## src/rtl/alu_control_seq.sv

```systemverilog
// ALU control decoder with a three-state sequencer for multi-cycle MULT/DIV.
// Decoded select/flags are captured at accept and held until the next accept.
module alu_control_seq #(
    parameter int MUL_CYCLES = 4,
    parameter int DIV_CYCLES = 16,
    parameter int CNT_W      = 5
) (
    input  logic       clock,
    input  logic       reset,
    input  logic       in_valid,
    output logic       in_ready,
    input  logic [1:0] ALUOp,
    input  logic [5:0] funct,
    output logic       out_valid,
    input  logic       out_ready,
    output logic [3:0] sel,
    output logic       illegal,
    output logic       multi,
    output logic       busy
);

    localparam logic [1:0] IDLE = 2'd0;
    localparam logic [1:0] EXEC = 2'd1;
    localparam logic [1:0] DONE = 2'd2;

    // The EXEC state is entered with N-2 loaded so that N edges elapse in total.
    localparam logic [CNT_W-1:0] MUL_CNT = CNT_W'(MUL_CYCLES - 2);
    localparam logic [CNT_W-1:0] DIV_CNT = CNT_W'(DIV_CYCLES - 2);

    if ((MUL_CYCLES < 2) || (MUL_CYCLES > 2**CNT_W) ||
        (DIV_CYCLES < 2) || (DIV_CYCLES > 2**CNT_W)) begin : g_cfg_err
        $error("alu_control_seq: MUL_CYCLES/DIV_CYCLES must lie in 2..2**CNT_W");
    end

    logic [1:0]       state;
    logic [CNT_W-1:0] counter;

    logic [3:0]       dec_sel;
    logic             dec_illegal;
    logic             dec_multi;
    logic [CNT_W-1:0] dec_cnt;

    always_comb begin
        dec_sel     = 4'b0000;
        dec_illegal = 1'b0;
        dec_multi   = 1'b0;
        dec_cnt     = '0;
        case (ALUOp)
            2'b00: dec_sel = 4'b0010;
            2'b01: dec_sel = 4'b0110;
            2'b11: dec_sel = 4'b0111;
            default: begin
                case (funct)
                    6'b100000: dec_sel = 4'b0010;
                    6'b100010: dec_sel = 4'b0110;
                    6'b100100: dec_sel = 4'b0000;
                    6'b100101: dec_sel = 4'b0001;
                    6'b101010: dec_sel = 4'b0111;
                    6'b100110: dec_sel = 4'b0011;
                    6'b100111: dec_sel = 4'b1100;
                    6'b011000: begin
                        dec_sel   = 4'b1000;
                        dec_multi = 1'b1;
                        dec_cnt   = MUL_CNT;
                    end
                    6'b011010: begin
                        dec_sel   = 4'b1001;
                        dec_multi = 1'b1;
                        dec_cnt   = DIV_CNT;
                    end
                    default: dec_illegal = 1'b1;
                endcase
            end
        endcase
    end

    always_ff @(posedge clock) begin
        if (reset) begin
            state   <= IDLE;
            counter <= '0;
            sel     <= 4'b0000;
            illegal <= 1'b0;
            multi   <= 1'b0;
        end else begin
            case (state)
                IDLE: begin
                    if (in_valid) begin
                        sel     <= dec_sel;
                        illegal <= dec_illegal;
                        multi   <= dec_multi;
                        if (dec_multi) begin
                            counter <= dec_cnt;
                            state   <= EXEC;
                        end else begin
                            state   <= DONE;
                        end
                    end
                end
                EXEC: begin
                    if (counter == '0) begin
                        state <= DONE;
                    end else begin
                        counter <= counter - CNT_W'(1);
                    end
                end
                DONE: begin
                    if (out_ready) begin
                        state <= IDLE;
                    end
                end
                default: state <= IDLE;
            endcase
        end
    end

    assign in_ready  = (state == IDLE);
    assign busy      = (state == EXEC);
    assign out_valid = (state == DONE);

endmodule

```

## config.mk

```make
export PLATFORM = sky130hd
export DESIGN_NAME = alu_control_seq
export DESIGN_NICKNAME = d
export VERILOG_FILES = /design/src/rtl/alu_control_seq.sv
export SDC_FILE = /design/constraint.sdc
export NUM_CORES = 1
export LEC_CHECK = 0
export ABC_AREA = 1
export CAP_MARGIN = 20
export CORE_ASPECT_RATIO = 1.25
export CORE_UTILIZATION = 35
export DETAILED_ROUTE_END_ITERATION = 8
export PLACE_DENSITY = 0.6
export SYNTH_ARGS = -nofsm -noshare
export SYNTH_HDL_FRONTEND = slang
export SYNTH_SLANG_ARGS = --single-unit
```

## constraint.sdc

```tcl
create_clock -name clock -period 1.8 [get_ports clock]
set_input_delay 0.54 -clock clock [delete_from_list [all_inputs] [get_ports clock]]
set_output_delay 0.54 -clock clock [all_outputs]
set_load 0.05 [all_outputs]
```

# --- After elaboration in Yosys (flattened, before gate mapping) ---
# Index checks and enable logic that the tools add are counted.
totals:
  reg_bits: 13
  inputBits: 12
  output_inout_bits: 9
  word_cells: 51
op_classes:
  n_addsub: 1
  eq_ne: 18
  n_mux: 17
  n_reduce_logical: 10
ops:
  columns: ["cell", "n"]
  rows:
  - ["== test 6 bit, second input constant", 7]
  - ["case mux 4 bit (8 select lines)", 1]
  - ["2-to-1 mux 5 bit", 3]
  - ["== test 6 x 5 -> 1 bit, second input constant", 2]
  - ["case mux 4 bit (3 select lines)", 1]
  - ["case mux 5 bit (2 select lines)", 1]
  - ["OR reduction 9 bit", 1]
  - ["2-to-1 mux 2 bit", 4]
  - ["case mux 4 bit (2 select lines)", 1]
  - ["inequality test 2 x 1 -> 1 bit, second input constant", 3]
  - ["case mux 2 bit (3 select lines)", 1]
  - ["logical NOT 5 bit", 1]
  - ["subtractor 5 x 1 -> 5 bit, second input constant", 1]
  - ["== test 2 x 1 -> 1 bit, second input constant", 2]
  - ["== test 2 bit, second input constant", 2]
  - ["logical NOT 2 bit", 2]
  - ["2-to-1 mux 1 bit", 4]
  - ["2-to-1 mux 4 bit", 1]
  - ["inequality test 2 bit, second input constant", 2]
  - ["AND reduction 4 bit", 1]
  - ["AND reduction 3 bit", 1]
  - ["OR reduction 3 bit", 1]
  - ["AND reduction 2 bit", 1]
  - ["nonzero test 2 bit", 1]
  - ["OR reduction 2 bit", 1]

# --- Longest topological paths before layout ---
logic_depth:
  ltp_word: 7
  mapped_depth: 11

# --- Worst setup path before layout ---
# OpenSTA, ideal clock, no wires.
synth_timing:
  path_type: "register -> output"
  startpoint: "register state[1]"
  endpoint: "output out_valid"
  t_arrival_ps: 1157
  required_ps: 1260
  path_slack_ps: 103
  path_stages_with_launch: 3
  path_buffers: 0
  cell_sequence: "dfxtp_1 inv_1 nor2_1"
synth_via:
  elab_chain_cells: 1
synth_rtl:
  columns: ["item", "line_no", "text"]
  rows:
  - ["from (decl)", "35", "logic [1:0] state;"]
  - ["from (signal assigned)", "79", "state <= IDLE;"]
  - ["from (signal assigned)", "93", "state <= EXEC;"]
  - ["from (signal assigned)", "95", "state <= DONE;"]
  - ["== test 2 bit", "118", "assign out_valid = (state == DONE);"]
  - ["to (decl)", "14", "output logic out_valid,"]
# Every way passes these cells.

# --- Worst setup path after layout ---
# Same ends and word-level chain as after synthesis.

==> flow_summary.toml <==
[floorplanning]
core_mm2 = 0.00221
die_w_um = 45.3
die_h_um = 56.2
start_util_pct = 37.2
die-area_mm2 = 0.00255
io_pins = 21
fp-row-count = 19

[sta]
hold_viol = 0
finClkSkew_ns = 0.00290
min_period_ns = 1.72
slew_viol_final = 0
timing.hold.ws_ns = 0.471
relSlewSlack_pct = 80.9
fmax_ghz = 0.583
rsz0062_at_grt = "false"
setup_viol = 0
max_slew.worst_pin.slew_ns = 0.286
finalCritPeriodShare_pct = 95.3

[power_and_ir_drop]
p_leak_nw = 0.603
p_per_area_mw_per_mm2 = 686
power_w = 0.000797
max-vdd-ir-drop_mv = 0.408

[cts]
cts_buffer_depth = 2
cts_inserted_buffers = 3
clock_sinks = 13
cts-root-buf = "clkbuf_4"
htreeDepth = 1
cts_hold_buffers = 0
clock_latency_ns = 0.27
cts_tree = "done"
cts_resized = 0
postCtsSetupBuffers = 0
clk_pin_slew_ns = 0.08

[synth]
yosysUniqueCellTypes = 22
synth_compound_area_share_pct = 14.6
syn_nets = 144
ys_seq_area_share_pct = 31.7
yosys-mux-area-fraction_pct = 0
yosysWarnings = 0
netlist_area_um2 = 822
synth_top_family_by_area = "simple AND/OR/NAND/NOR gates"
post_synth_and_or_nand_nor_area_fraction_pct = 41.2
ys_seq_elements = 13
synthCells = 131
synth_fa_ha_area_share_pct = 1.52
synth_xor_area_share_pct = 0
avgSynthCellArea_um2 = 6.28

[route]
post-route-drc-count = 0
vias = 890
ant_nets = 0
drt_iter0_drc = 13
routedWlPerCell_um = 9.94
drtPass1Iterations = 4
vias_per_cell = 4.59
wl_um = 1930

[grt]
grt_overflow_total = 0
grt_max_degree = 10
grt_use_total_pct = 17.7
grt_pass1_wl_um = 3370
antenna_found_initial = 0
grt_pass1_vias = 832

[outcome]
status = "completed"

[worst_hold_path]
hold_class = "reg2reg"

[finish]
antenna-diode-count = 0
fin_nets = 177
final_common_cell = "nand2_1"
syn_to_final_growth_pct = 41.4
nFillCells = 240
drive_above_1_share_pct = 22.7
final_cell_mix = "nand2_1, nor2_1, inv_1"
multi_input_area_um2 = 472
regArea_um2 = 260

[setup_path]
cp-end-kind = "output port"
critPathLaunchType = "flip-flop"
crit_arrival_ns = 1.18
worstSetupPathType = "reg2out"
cp_data_required_time_ns = 1.26
cp_max_fo = 4

[flow_run]
maxCapViolCount = 0

[placed_design]
port_buffers = 20
place_congestion = 0.786
hpwl_um = 1610
## layer usage
metal,vias to the layer above,part of all wire [%],global-route usage (%)
met3,2,1.8,0.974
met5,-,0,0
met4,0,1.4,9.09
met1,392,43,21.0
li1,482,-,-
met2,14,54,30.6
## Yosys cell counts
library cell	number	area share, %
nor2_2	2	1.5
nand2_4	2	2.7
inv_1	18	8.2
a31oi_1	1	0.76
a21oi_2	1	1.1
nand2_2	2	1.5
nor2_1	20	9.1
ha_1	1	1.5
nand3b_1	1	0.91
o21bai_1	1	0.91
a41oi_1	1	1.1
o21ai_1	2	1.2
o21ai_0	8	4.9
a21oi_1	6	3.7
nand3_1	11	6.7
inv_2	6	2.7
nor2_4	3	4.1
dfxtp_1	13	32
nand4_1	1	0.76
nor3_1	1	0.61
o21ai_2	1	1.1
nand2_1	29	13
## report_power, final
| group | leakage [nW] | total, W | internal [W] | switching (W) |
|---|---|---|---|---|
| clock network | 0.0150 | 0.000178 | 0.0000858 | 0.0000922 |
| registers | 0.106 | 0.000325 | 0.000309 | 0.0000156 |
| logic | 0.481 | 0.000294 | 0.000117 | 0.000177 |
| total | 0.603 | 0.000797 | 0.000512 | 0.000285 |
## worst max-delay path, stage by stage, from the launching register on
cell	delay, ns
dfxtp_1	0.47
inv_1	0.09
nor2_1	0.18
buf_12	0.17
## per-stage QoR
| stage | instances | area (µm²) | TNS (ns) | setup WS [ns] | util (%) |
|---|---|---|---|---|---|
| 2_1_floorplan | 131 | 822 | 0 | 0.103 | - |
| 3_3_place_gp | 190 | 1140 | -0.272 | -0.0449 | 51.4 |
| 3_5_place_dp | 190 | 1140 | -0.452 | -0.0906 | 51.4 |
| 4_1_cts | 194 | 1160 | 0 | 0.0701 | 52.6 |
| 5_1_grt | 194 | 1160 | 0 | 0.0197 | 52.6 |
| 6_report | 194 | 1160 | 0 | 0.0842 | 52.6 |
## cell families (layout without fill, tap and decap cells)
kind of cell	Yosys count	count (layout)
AO/OA/AOI/OAI	21	21
adder cells (fa/ha/maj)	1	1
buffers and inverters	24	56
flip-flops	13	13
AND/OR/NAND/NOR	72	72
## path summary, 6_finish.rpt
check	startpoint	to	slack, ns	cells past startpoint
hold / removal	sel[3]	sel[3]	0.47	2
setup reg to reg	counter[0]	counter[3]	0.33	11
hold reg to reg	sel[3]	sel[3]	0.47	2
setup / recovery	state[1]	out_valid	0.08	3
## final cells by class
class / instances / share of cell area, %
clock buffers: 4 / 2.26
flip-flops and latches: 13 / 22.4
well taps: 31 / 3.34
inverters: 24 / 7.75
repair buffers: 28 / 23.7
multi-input cells: 94 / 40.6
## registers in the layout, indices dropped and copies added (netlist names)
| signal | cells |
|---|---|
| sel | 4 |
| illegal | 1 |
| counter | 5 |
| multi | 1 |
| state | 2 |
(Power assumes the default switching activity.)
